<file path="src/rtl/mips_ctrl_pkg.sv">
// Shared definitions for the multicycle MIPS main controller: opcodes, state
// encoding, datapath select codes and the control word passed to the decoder.
package mips_ctrl_pkg;

  localparam logic [5:0] OP_RTYPE = 6'b000000;
  localparam logic [5:0] OP_J     = 6'b000010;
  localparam logic [5:0] OP_BEQ   = 6'b000100;
  localparam logic [5:0] OP_ADDI  = 6'b001000;
  localparam logic [5:0] OP_LW    = 6'b100011;
  localparam logic [5:0] OP_SW    = 6'b101011;

  localparam logic [1:0] ALU_ADD   = 2'b00;
  localparam logic [1:0] ALU_SUB   = 2'b01;
  localparam logic [1:0] ALU_FUNCT = 2'b10;

  localparam logic [1:0] SRCB_REGB   = 2'b00;
  localparam logic [1:0] SRCB_FOUR   = 2'b01;
  localparam logic [1:0] SRCB_IMM    = 2'b10;
  localparam logic [1:0] SRCB_IMMSH2 = 2'b11;

  localparam logic [1:0] PCSRC_ALURES = 2'b00;
  localparam logic [1:0] PCSRC_ALUOUT = 2'b01;
  localparam logic [1:0] PCSRC_JUMP   = 2'b10;

  typedef enum logic [3:0] {
    S_FETCH    = 4'd0,
    S_DECODE   = 4'd1,
    S_MEMADR   = 4'd2,
    S_MEMREAD  = 4'd3,
    S_MEMWB    = 4'd4,
    S_MEMWRITE = 4'd5,
    S_EXECUTE  = 4'd6,
    S_ALUWB    = 4'd7,
    S_BRANCH   = 4'd8,
    S_ADDIEX   = 4'd9,
    S_ADDIWB   = 4'd10,
    S_JUMP     = 4'd11
  } state_t;

  typedef struct packed {
    logic       irwrite;
    logic       pcwrite;
    logic       memwrite;
    logic       regwrite;
    logic       branch;
    logic [1:0] aluop;
    logic       alusrca;
    logic [1:0] alusrcb;
    logic [1:0] pcsrc;
    logic       iord;
    logic       regdst;
    logic       memtoreg;
  } ctrl_word_t;

  function automatic logic is_supported(input logic [5:0] op);
    logic ok;
    case (op)
      OP_LW, OP_SW, OP_RTYPE, OP_BEQ, OP_ADDI, OP_J: ok = 1'b1;
      default:                                       ok = 1'b0;
    endcase
    return ok;
  endfunction

endpackage

</file>
<file path="src/rtl/mc_ctrl_word_decoder.sv">
// Combinational map from controller state to the full datapath control word.
module mc_ctrl_word_decoder
  import mips_ctrl_pkg::*;
(
  input  state_t     state,
  output ctrl_word_t cw
);

  // Moore output table; unreachable codes fall back to an all-idle word
  always_comb begin
    cw = '0;
    case (state)
      S_FETCH: begin
        cw.irwrite = 1'b1;
        cw.pcwrite = 1'b1;
        cw.alusrcb = SRCB_FOUR;
        cw.aluop   = ALU_ADD;
      end
      S_DECODE: begin
        cw.alusrcb = SRCB_IMMSH2;
        cw.aluop   = ALU_ADD;
      end
      S_MEMADR, S_ADDIEX: begin
        cw.alusrca = 1'b1;
        cw.alusrcb = SRCB_IMM;
        cw.aluop   = ALU_ADD;
      end
      S_MEMREAD: cw.iord = 1'b1;
      S_MEMWB: begin
        cw.regwrite = 1'b1;
        cw.memtoreg = 1'b1;
      end
      S_MEMWRITE: begin
        cw.iord     = 1'b1;
        cw.memwrite = 1'b1;
      end
      S_EXECUTE: begin
        cw.alusrca = 1'b1;
        cw.alusrcb = SRCB_REGB;
        cw.aluop   = ALU_FUNCT;
      end
      S_ALUWB: begin
        cw.regwrite = 1'b1;
        cw.regdst   = 1'b1;
      end
      S_ADDIWB: cw.regwrite = 1'b1;
      S_BRANCH: begin
        cw.alusrca = 1'b1;
        cw.alusrcb = SRCB_REGB;
        cw.aluop   = ALU_SUB;
        cw.pcsrc   = PCSRC_ALUOUT;
        cw.branch  = 1'b1;
      end
      S_JUMP: begin
        cw.pcwrite = 1'b1;
        cw.pcsrc   = PCSRC_JUMP;
      end
      default: cw = '0;
    endcase
  end

endmodule

</file>
<file path="src/rtl/multicycle_main_controller.sv">
// Multicycle MIPS main controller: state register, next-state sequencing,
// reset gating of write enables, PCEn and illegal-opcode detection.
module multicycle_main_controller
  import mips_ctrl_pkg::*;
(
  input  logic       clk,
  input  logic       rst,
  input  logic [5:0] opcode,
  input  logic       zero,
  output logic [1:0] ALUOp,
  output logic       ALUSrcA,
  output logic [1:0] ALUSrcB,
  output logic [1:0] PCSrc,
  output logic       IorD,
  output logic       RegDst,
  output logic       MemtoReg,
  output logic       IRWrite,
  output logic       MemWrite,
  output logic       RegWrite,
  output logic       PCWrite,
  output logic       PCEn,
  output logic       illegal_op,
  output logic [3:0] state
);

  state_t     state_r;
  state_t     state_next_s;
  state_t     dec_state_s;
  ctrl_word_t cw_s;

  // State register with synchronous reset
  always_ff @(posedge clk) begin
    if (rst) begin
      state_r <= S_FETCH;
    end else begin
      state_r <= state_next_s;
    end
  end

  // Next-state sequencing; opcode is re-read in MEMADR since IR holds still
  always_comb begin
    state_next_s = S_FETCH;
    case (state_r)
      S_FETCH:  state_next_s = S_DECODE;
      S_DECODE: begin
        case (opcode)
          OP_LW, OP_SW: state_next_s = S_MEMADR;
          OP_RTYPE:     state_next_s = S_EXECUTE;
          OP_BEQ:       state_next_s = S_BRANCH;
          OP_ADDI:      state_next_s = S_ADDIEX;
          OP_J:         state_next_s = S_JUMP;
          default:      state_next_s = S_FETCH;
        endcase
      end
      S_MEMADR: begin
        if (opcode == OP_LW) begin
          state_next_s = S_MEMREAD;
        end else begin
          state_next_s = S_MEMWRITE;
        end
      end
      S_MEMREAD: state_next_s = S_MEMWB;
      S_EXECUTE: state_next_s = S_ALUWB;
      S_ADDIEX:  state_next_s = S_ADDIWB;
      default:   state_next_s = S_FETCH;
    endcase
  end

  // During reset the selects show FETCH values while every enable is held low
  assign dec_state_s = rst ? S_FETCH : state_r;

  mc_ctrl_word_decoder u_decoder (
    .state (dec_state_s),
    .cw    (cw_s)
  );

  assign ALUOp      = cw_s.aluop;
  assign ALUSrcA    = cw_s.alusrca;
  assign ALUSrcB    = cw_s.alusrcb;
  assign PCSrc      = cw_s.pcsrc;
  assign IorD       = cw_s.iord;
  assign RegDst     = cw_s.regdst;
  assign MemtoReg   = cw_s.memtoreg;
  assign IRWrite    = cw_s.irwrite  & ~rst;
  assign MemWrite   = cw_s.memwrite & ~rst;
  assign RegWrite   = cw_s.regwrite & ~rst;
  assign PCWrite    = cw_s.pcwrite  & ~rst;
  assign PCEn       = ~rst & (cw_s.pcwrite | (cw_s.branch & zero));
  assign illegal_op = ~rst & (state_r == S_DECODE) & ~is_supported(opcode);
  assign state      = state_r;

endmodule

</file>
<file path="config.mk">
export PLATFORM = sky130hd
export DESIGN_NAME = multicycle_main_controller
export DESIGN_NICKNAME = d
export VERILOG_FILES = /design/src/rtl/mips_ctrl_pkg.sv /design/src/rtl/mc_ctrl_word_decoder.sv /design/src/rtl/multicycle_main_controller.sv
export SDC_FILE = /design/constraint.sdc
export NUM_CORES = 1
export LEC_CHECK = 0
export ABC_AREA = 1
export BUFFER_PORTS_ARGS = -buffer_cell sky130_fd_sc_hd__buf_4
export CAP_MARGIN = 20
export CELL_PAD_IN_SITES_DETAIL_PLACEMENT = 0
export CELL_PAD_IN_SITES_GLOBAL_PLACEMENT = 1
export CORE_ASPECT_RATIO = 0.75
export CORE_UTILIZATION = 28
export DETAILED_ROUTE_END_ITERATION = 10
export PLACE_DENSITY = 0.87
export SETUP_SLACK_MARGIN = 0.1
export SYNTH_ARGS = -nofsm -noshare
export SYNTH_HDL_FRONTEND = slang
export SYNTH_HIERARCHICAL = 1
export SYNTH_SLANG_ARGS = --single-unit
</file>
<file path="constraint.sdc">
create_clock -name clk -period 2 [get_ports clk]
set_clock_uncertainty 0.2 [all_clocks]
set_input_delay 0.2 -clock clk [delete_from_list [all_inputs] [get_ports clk]]
set_output_delay 0.2 -clock clk [all_outputs]
set_load 0.02 [all_outputs]
</file>
Word-level counts from Yosys, hierarchy flattened
Cells that the tools add are included.
{"block": "word_totals", "out_inout_bits": 20, "word_cells": 60, "regBits": 4}
{"block": "op_classes", "n_reduce_logical": 10, "bitwise": 11, "n_eq_ne": 21, "muxes": 17}
{"operator": "4-bit case mux with 6 select lines", "count": 1}
{"operator": "4-bit by 3-bit equality test with 1-bit output, second input constant", "count": 5}
{"operator": "4-bit equality test, second input constant", "count": 5}
{"operator": "4-bit case mux with 5 select lines", "count": 1}
{"operator": "4-bit by 2-bit equality test with 1-bit output, second input constant", "count": 4}
{"operator": "6-bit equality test, second input constant", "count": 2}
{"operator": "1-bit 2-to-1 mux", "count": 10}
{"operator": "1-bit AND", "count": 8}
{"operator": "4-bit by 1-bit equality test with 1-bit output, second input constant", "count": 2}
{"operator": "4-bit logical NOT", "count": 2}
{"operator": "2-bit case mux with 2 select lines", "count": 2}
{"operator": "2-bit OR reduction", "count": 4}
{"operator": "6-bit by 2-bit equality test with 1-bit output, second input constant", "count": 1}
{"operator": "6-bit by 3-bit equality test with 1-bit output, second input constant", "count": 1}
{"operator": "6-bit by 4-bit equality test with 1-bit output, second input constant", "count": 1}
{"operator": "6-bit logical NOT", "count": 1}
{"operator": "2-bit case mux with 3 select lines", "count": 1}
{"operator": "6-bit OR reduction", "count": 1}
{"operator": "4-bit 2-to-1 mux", "count": 1}
{"operator": "4-bit OR reduction", "count": 1}
{"operator": "3-bit 2-to-1 mux", "count": 1}
{"operator": "3-bit OR reduction", "count": 1}
{"operator": "1-bit NOT", "count": 2}
{"operator": "1-bit OR", "count": 1}

Logic depth before layout (Yosys ltp)
Gate-level depths: netlist (run 1).
{"block": "depth", "ltp_word": 6, "mapped_depth": 9, "ltp_nobuf": 9}

Hierarchy
Netlist (run 1), hierarchy kept.
{"module": "multicycle_main_controller", "area_each_um2": 435.4, "cells_per_inst": 76, "n_inst": 1}
{"module": "mc_ctrl_word_decoder", "area_each_um2": 155.1, "cells_per_inst": 33, "n_inst": 1}

Worst setup path before layout (run 1)
OpenSTA, ideal clock, no wires.
{"block": "synth_path", "kind": "reg2out", "from": "reg state_r[3], in the netlist state[3]", "to": "out PCEn", "path_stages_with_launch": 8, "required_time_ns": 1.600, "path_slack_ns": -0.123, "t_arrival_ns": 1.723, "path_cell_list": "dfxtp_1 > inv_1 > nor2_1 > nand2_2 > nor2_2 > buf_4 > nand2_1 > a21oi_1"}
{"item": "from (decl)", "line_no": "multicycle_main_controller.sv:26", "rtl": "state_t state_r;"}
{"item": "from (signal assigned)", "line_no": "multicycle_main_controller.sv:36", "rtl": "state_r <= state_next_s;"}
{"item": "to (decl)", "line_no": "multicycle_main_controller.sv:21", "rtl": "output logic PCEn,"}

==> summary.md, run 1 <==
| Metric | Value |
|---|---|
| Drt wl/cell | 11.1 um |
| Post-route DRC | 0 |
| Port Buf Inserts | 28 |
| Die ar. | 0.00230 mm^2 |
| Synthesized cell area | 591 um^2 |
| Worst-path clk slew | 0.04 ns |
| Hold WC Path Type | input port to register |
| Most frequent cells in the layout | buf_4 (33), nor2_1 (26), nand2_1 (14), inv_1 (10), nor2_4 (9) |
| YS warnings | 6 |
| Max cap viols | 0 |
| CTS Hold Buffers Added | 0 |
| Total GRT Usage | 16.2% |
| Clock Latency Late Sink | 0.23 ns |
| Critical path arrival | 1.45 ns |
| H-tree Lvls | 1 |
| Synth top area cells | nor2_1 (20%), dfxtp_1 (14%), nand2_1 (10%) |
| R2R Path Start | state[1] |
| I/O Pins | 29 |
| Crit path launch | state[1] |
| Share of layout cells above drive strength 1 | 54.2% |
| Pleak | 0.483 nW |
| First-pass GRT wire length | 2.73 mm |
| Initial antenna violation count | 0 |
| Avg Inst Size Synth | 5.42 um^2 |
| Die Wd | 55.0 um |
| FMAX | 542 MHz |
| Sequential area share after synthesis | 13.6% |
| Largest net degree at the start of global routing | 14 |
| FF-to-FF End | state[1] |
| RSZ-0062 raised after global routing | yes |
| Std cell rows | 13 |
| DP HPWL | 1.36 mm |
| Vias in the first global route | 623 |
| Largest register FFs | 4 |
| Final #Nets | 155 |
| Core region area | 0.00185 mm^2 |
| Area growth, synth to finish | 65.7% |
| WP data required | 1.60 ns |
| Worst setup EP type | primary output |
| Routed wire length | 1.85 mm |
| Placed Area | 845 um^2 |
| # setup viols final | 0 |
| TritonCTS buffer count | 3 |
| Final instance area | 978 um^2 |
| Crit path capture | RegWrite |
| Distinct cells, synth | 18 |
| Via count | 773 |
| PwrDens | 312 mW/mm^2 |
| Final Max Tran Viols | 0 |
| Syn Nets | 118 |
| GRT overflow | 0 |
| Setup_tns | 0 ns |
| Fin crit period | 1.85 ns |
| Clock root buffer | clkbuf_4 |
| CTS tree | done |
| Vias per std cell | 4.66 |
| Worst reg-to-reg path cell count | 6 |
| Syn Inst Count | 109 |
| Starting density of the core | 31.8% |
| CTS Buffer Depth | 2 |
| Post-synth top area cell | nor2_1 |
| Tcrit/Tclk final | 92.3% |
| DIE HEIGHT | 41.8 um |
| Number of synthesized register bits | 4 |
| Worst slew pin tran | 0.225 ns |
| TritonRoute pass-1 iters | 4 |
| Diode count | 0 |
| Slew HR | 85.0% |
| Commonest non-fill, non-tap cell in the layout | buf_4 |
| Initial drt markers | 21 |
| Hold Vio Cnt, Final | 0 |
| Crit Path Class | register to primary output |
| R2R Setup Slk | 0.75 ns |
| Hold slack | 0.0847 ns |
| Final GP Congestion | 0.940 |
| Status | finished, final reports clean |
| Clock sink total | 4 |
| Antenna Nets Post-Route | 0 |
| Crit path launch type | register |
| Peak supply drop | 0.000307 V |
| Worst-path maximum fanout | 5 |
| Synth top area share | 19.7% |
==> power breakdown <==
part | switching (mW) | internal (mW)
sequential | 0.00442 | 0.0819
clock | 0.0323 | 0.0671
combinational | 0.0710 | 0.0482
total | 0.108 | 0.197
==> worst max-delay path, cell delays in order (launching register included) <==
cell	delay, ns
dfxtp_2	0.35
inv_4	0.06
nor2_4	0.19
inv_2	0.08
nand2_4	0.11
nor2_2	0.05
nor2_1	0.08
nand2_1	0.06
inv_1	0.06
nor2_2	0.04
buf_6	0.13
==> cell type report <==
type	count	area, um^2
Fill cell	202	876
Multi-Input combinational cell	84	505
Timing Repair Buffer	34	259
Sequential cell	4	90.1
Inverter	19	73.8
Tap cell	22	27.5
Clock buffer	3	22.5
==> metal layers <==
metal	wire length, um	GRT usage [%]
met1	946	25.9
met2	835	20.5
met3	64	5.86
met4	0	2.00
met5	0	0
==> synthesized netlist by cell type <==
master,number
a21oi_1,3
nand3_2,4
nor2_1,31
dfxtp_1,4
nand3_1,7
nor2_4,3
nand2_2,4
inv_1,14
o22ai_1,2
nand3b_1,1
nand2_1,16
nor2_2,7
nand4_1,4
o21ai_1,1
a21oi_2,1
inv_2,5
buf_4,1
clkbuf_1,1
==> timing repair <==
action                     4_1_cts  5_1_grt
setup endpoints to repair        5        6
pin swaps                        0        5
gates resized for setup          8       17
setup buffers                    0        5
==> logic make-up (layout without fill, tap and decap cells) <==
kind of cell,after synthesis,in the layout,share of synthesized area (%)
compound gates,7,7,6.99
buf+inv,21,56,14.0
flops,4,4,13.6
simple gates,77,77,65.5
==> stage by stage <==
step                      util, %  worst slack [ns]  total power [mW]  cells
final                        52.8             0.154             0.305    166
after global routing         52.8            0.0610             0.327    166
after CTS                    48.0             0.105             0.300    161
after detailed placement     45.5             0.209             0.192    158
after global placement       45.5             0.245             0.192    158
after floorplan                 -             0.107             0.148    109
==> worst min-delay path by stage <==
stage / slack (ns) / cells after the start / to / startpoint
after global placement: 0.27 / 2 / state[3] / rst
after detailed placement: 0.28 / 2 / state[3] / rst
after CTS: 0.05 / 2 / state[3] / rst
final: 0.08 / 2 / state[3] / rst
after floorplan: 0.06 / 1 / state[3] / rst
after global routing: 0.08 / 2 / state[3] / rst
Power figures use the tool's default switching activity.
==> run 2: changes to the inputs <==
- PLACE_DENSITY: 0.87 -> default
- PLACE_DENSITY_LB_ADDON: default -> 0.15
==> run 2 against run 1 <==
Net effect: first-iteration DRC count increased by 9.5%; critical path depth decreased by 2; sequential power decreased by 2%; global-route usage about the same; combinational power increased by 6%; utilization decreased by 0.34 points; cell count unchanged; worst setup slack got worse by 0.0035 ns; clock-buffer cell count unchanged.
==> summary.md, run 2 (synthesis gave the netlist of run 1 again) <==
| Metric | Value |
|---|---|
| Most frequent cells in the layout | buf_4 (34), nor2_1 (26), nand2_1 (14), inv_1 (11), nor2_4 (9) |
| CTS Hold Buffers Added | 0 |
| H-tree Lvls | 1 |
| Hold slack | 0.0790 ns |
| Initial drt markers | 23 |
| Starting density of the core | 31.8% |
| Power, Total | 312 uW |
| WHS Path Cells | 2 |
| TritonCTS buffer count | 3 |
| PwrDens | 321 mW/mm^2 |
| Critical path arrival | 1.45 ns |
| Worst slew pin tran | 0.226 ns |
| Clock Latency Late Sink | 0.24 ns |
| Min-delay src | rst |
| Crit path launch type | register |
| Share of layout cells above drive strength 1 | 53.5% |
| Worst-path maximum fanout | 5 |
| Routed wire length | 1.75 mm |
| Hold Vio Cnt, Final | 0 |
| Clock root buffer | clkbuf_4 |
| Status | finished, final reports clean |
| CTS tree | done |
| Worst hold endpoint | state[3] |
| Drt wl/cell | 10.5 um |
| Diode count | 0 |
| FMAX | 541 MHz |
| RSZ-0062 raised after global routing | yes |
| Pleak | 0.481 nW |
| Antenna Nets Post-Route | 0 |
| Largest register FFs | 4 |
| R2R Path Start | state[0] |
| First-pass GRT wire length | 2.73 mm |
| CTS Buffer Depth | 2 |
| Die Wd | 55.0 um |
| Worst-path clk slew | 0.04 ns |
| Largest net degree at the start of global routing | 14 |
| Via count | 772 |
| WP data required | 1.60 ns |
| Worst setup EP type | primary output |
| Max cap viols | 0 |
| Port Buf Inserts | 28 |
| Post-route DRC | 0 |
| DIE HEIGHT | 41.8 um |
| TritonRoute pass-1 iters | 4 |
| Clock sink total | 4 |
| Core region area | 0.00185 mm^2 |
| Vias in the first global route | 641 |
| Setup_tns | 0 ns |
| DP HPWL | 1.33 mm |
| Crit Path Class | register to primary output |
| Worst reg-to-reg path cell count | 6 |
| Final #Nets | 155 |
| Final GP Congestion | 0.836 |
| R2R Setup Slk | 0.62 ns |
| Initial antenna violation count | 0 |
| Fin crit period | 1.85 ns |
| Total GRT Usage | 16.1% |
| Final Max Tran Viols | 0 |
| Peak supply drop | 0.000279 V |
| Std cell rows | 13 |
| Tcrit/Tclk final | 92.5% |
| Hold WC Path Type | input port to register |
| GRT overflow | 0 |
| Die ar. | 0.00230 mm^2 |
| Slew HR | 84.9% |
| # setup viols final | 0 |
| Vias per std cell | 4.65 |
| FF-to-FF End | state[0] |
| Commonest non-fill, non-tap cell in the layout | buf_4 |
| I/O Pins | 29 |
| Area growth, synth to finish | 64.6% |
run 2: cell counts in the layout (fill, tap and decap cells not counted):
Identical to the previous run, type by type.
run 2: worst max-delay path: stages (launching register included):
cell     delay, ns
dfxtp_4       0.35
inv_1         0.12
nor2_4        0.06
inv_2         0.10
nand2_2       0.10
o22ai_2       0.13
inv_1         0.08
a21oi_2       0.13
buf_4         0.14
run 2: report_power, final:
group	internal, mW	total, mW	switching [mW]
clock	0.0672	0.101	0.0338
combinational	0.0535	0.126	0.0730
sequential	0.0808	0.0844	0.00362
run 2: metrics by stage:
| step | utilization (%) | area, um^2 | cells | setup WS [ns] |
|---|---|---|---|---|
| floorplan | - | 611 | 109 | 0.107 |
| global placement | 45.1 | 837 | 157 | 0.230 |
| detailed placement | 45.1 | 837 | 157 | 0.160 |
| CTS | 48.2 | 893 | 160 | 0.111 |
| global route | 52.4 | 972 | 166 | 0.0506 |
| finish | 52.4 | 972 | 166 | 0.150 |
run 2: cell type report:
type | count | area [um^2]
Fill cell | 197 | 882
Multi-Input combinational cell | 84 | 500
Timing Repair Buffer | 34 | 255
Sequential cell | 4 | 92.6
Inverter | 19 | 73.8
Tap cell | 22 | 27.5
Clock buffer | 3 | 22.5
run 2: worst max-delay path by stage:
| stage | cells after the start | startpoint | endpoint |
|---|---|---|---|
| after floorplan | 8 | state[2] | RegWrite |
| after global placement | 7 | state[3] | PCEn |
| after detailed placement | 7 | state[0] | PCEn |
| after CTS | 9 | state[2] | RegWrite |
| after global routing | 8 | state[3] | PCEn |
| final | 8 | state[3] | PCEn |
run 2: per-layer routing:
metal	vias to the layer above	GRT usage [%]	wire (um)
met5	-	0	0
met4	0	7.50	22
met3	3	2.20	97
met2	28	20.7	699
met1	330	25.2	927
li1	411	-	-
run 2: repair_timing:
action | in CTS | in global routing
resized for setup | 10 | 13
cloned | 0 | 0
pin swaps | 0 | 4
buffers inserted | 0 | 6
endpoints found under the setup margin | 7 | 6
hold endpoints to repair | 0 | 0
==> run 3: changes to the inputs <==
- ABC_AREA: 1 -> default
- CORE_UTILIZATION: 28 -> 27
==> run 3 against run 2 <==
Net effect: register-to-register slack got worse by 0.20 ns; routed wire length fell by 6.5%; non-clock buffer count rose by 4; combinational power fell by 6%; maximum frequency fell by 4.8%; total power rose by 0.74%; via count fell by 9.5%; critical path depth fell by 3; cell count fell by 17%; sequential cell count did not move; critical path type unchanged.
==> summary.md, run 3 <==
| Metric | Value |
|---|---|
| Status | finished, final reports clean |
| Commonest non-fill, non-tap cell in the layout | buf_4 |
| Seq pwr share | 26.6% |
| Max cap viols | 0 |
| I/O Pins | 29 |
| Synth top area share | 15.6% |
| Crit Path Class | register to primary output |
| Distinct cells, synth | 34 |
| Clock sink total | 4 |
| Largest net degree at the start of global routing | 14 |
| Worst reg-to-reg path cell count | 4 |
| Top cells by count, synth | nor2_1 (9), nand2b_1 (6), nor2b_1 (6) |
| Switching Share | 32.0% |
| Net Switching | 100 uW |
| Sequential area share after synthesis | 15.6% |
| Diode count | 0 |
| Total GRT Usage | 17.1% |
| YS warnings | 6 |
| Share of layout cells above drive strength 1 | 53.9% |
| Hold slack | 0.0874 ns |
| Vias per std cell | 5.10 |
| Fin worst setup slack | 0.0560 ns |
| Syn Nets | 86 |
| CP cell instances | nor2b_4 > or3_4 > a21oi_4 > nor2b_1 > buf_4 |
| Drt wl/cell | 11.9 um |
| Slowest stage cell, crit path | or3_4 |
| Crit path launch type | register |
| Number of synthesized register bits | 4 |
| Die Wd | 52.4 um |
| Final instance area | 921 um^2 |
| Peak supply drop | 0.000216 V |
| Worst slew pin tran | 0.498 ns |
| FMAX | 514 MHz |
| Fin crit period | 1.94 ns |
| First-pass GRT wire length | 2.53 mm |
| Critical path arrival | 1.54 ns |
| Core region area | 0.00176 mm^2 |
| Internal power | 214 uW |
| DIE HEIGHT | 39.8 um |
| WP data required | 1.60 ns |
| Tcrit/Tclk final | 97.2% |
| Power, Total | 314 uW |
| Worst hold endpoint | state[2] |
| Synth top area cells | dfxtp_1 (16%), nand2b_1 (7.3%), nor2b_1 (7.3%) |
| Final GP Congestion | 0.821 |
| Initial drt markers | 7 |
| TritonRoute pass-1 iters | 4 |
| Starting density of the core | 29.3% |
| CTS tree | done |
| R2R Setup Slk | 0.42 ns |
| Post-route DRC | 0 |
| Cell family with most CP delay | simple AND/OR/NAND/NOR gates |
| Worst setup EP type | primary output |
| Placed Area | 820 um^2 |
| FF-to-FF End | state[1] |
| Min-delay src | opcode[1] |
| WHS Path Cells | 4 |
| Port Buf Inserts | 28 |
| Gate power share | 37.7% |
| Slew HR | 66.5% |
| Final design utilization | 52.4% |
| Worst-path maximum fanout | 4 |
| Clock Latency Late Sink | 0.24 ns |
| Pre-CTS setup slack | 0.153 ns |
| Area growth, synth to finish | 79.1% |
| R2R Path Start | state[2] |
| DP HPWL | 1.21 mm |
| Die ar. | 0.00209 mm^2 |
| Clock power share | 35.7% |
| Vias in the first global route | 578 |
| Std cell rows | 13 |
| Final Max Tran Viols | 0 |
| Hold WC Path Type | input port to register |
| CTS Buffer Depth | 2 |
| Routed wire length | 1.63 mm |
| Post-synth top area cell | dfxtp_1 |
| Count leader, synth | nor2_1 |
| Largest register FFs | 4 |
| Synthesized cell area | 514 um^2 |
| Worst-path clk slew | 0.04 ns |
| Hold Vio Cnt, Final | 0 |
| PwrDens | 341 mW/mm^2 |
| GRT overflow | 0 |
| Pleak | 0.375 nW |
| Antenna Nets Post-Route | 0 |
| Clock root buffer | clkbuf_4 |
| TritonCTS buffer count | 3 |
| # setup viols final | 0 |
| Number of synthesized flops with an enable pin | 0 |
| Most frequent cells in the layout | buf_4 (36), nor2_1 (6), nand2b_1 (5), nand2_1 (5) |
| Top FF cell, synth | dfxtp_1 |
| Syn Inst Count | 77 |
| CP bufs+invs | 1 |
| Slowest Stage Delay on Critical Path | 0.40 ns |
| Post-synth ARST share | 0% |
| Via count | 699 |
| Final #Nets | 125 |
| Initial antenna violation count | 0 |
| H-tree Lvls | 1 |
| RSZ-0062 raised after global routing | yes |
| Avg Inst Size Synth | 6.68 um^2 |
==> run 3: cell count changes in the layout (fill, tap and decap cells not counted), moves of 5 or more <==
cell / delta
nand2_1: -9
nor2_4: -7
inv_1: -11
nand2b_1: +5
nor2_1: -20
nor2_2: -5
inv_2: -6
==> run 3: cells by family after synthesis <==
kind of cell              share of synthesized area (%)
buffers and inverters                              6.08
DFF                                                15.6
and+or+nand+nor                                    49.4
xor gates and xnor gates                           5.11
AOI/OAI and AO/OA                                  23.8
==> run 3: cell type report <==
class,count,area [um^2]
clock buffer,4,26.3
fill,181,836
inverter,2,10.0
multi-input combinational,67,477
sequential,4,87.6
tap,22,27.5
timing repair buffer,38,293
==> run 3: worst max path at each step <==
stage	start	end	slack (ns)	cells after the start
after floorplan	state[3]	PCEn	0.03	7
after global placement	opcode[0]	illegal_op	0.18	6
after detailed placement	state[3]	PCEn	0.15	7
after CTS	state[0]	PCEn	0.1	6
after global routing	state[0]	PCEn	-0.002	6
final	state[0]	PCWrite	0.06	5
==> run 3: stage by stage <==
stage / cells / setup TNS (ns)
2_1_floorplan: 77 / 0
5_1_grt: 137 / -0.00188
3_5_place_dp: 130 / 0
6_report: 137 / 0
3_3_place_gp: 130 / 0
4_1_cts: 136 / 0
==> run 3: layer usage <==
layer | share of wire (%) | GRT usage (%) | routed length (um)
met5 | 0 | 0 | 0
met4 | 0 | 5.92 | 0
met2 | 42 | 25.9 | 694
met3 | 5.3 | 3.88 | 86
met1 | 52 | 23.4 | 853
==> run 3: timing repair <==
item                                    CTS  global route
endpoints found under the setup margin    8             6
hold buffers                              0             0
buffers inserted                          2             1
gates resized for setup                  11             6
pin swaps                                 4             4
==> run 3: tightest hold or removal path: stages <==
cell	delay, ns
buf_4	0.11
nor4_1	0.06
nand2_1	0.06
a21oi_1	0.05
==> run 3: power groups by stage <==
stage          Combinational [mW]  Sequential (mW)  Clock (mW)
4_1_cts                     0.112           0.0829       0.118
5_1_grt                     0.128           0.0835       0.126
6_report                    0.118           0.0835       0.112
2_1_floorplan              0.0547           0.0886           0
3_3_place_gp                0.107           0.0842           0
3_5_place_dp                0.107           0.0844           0
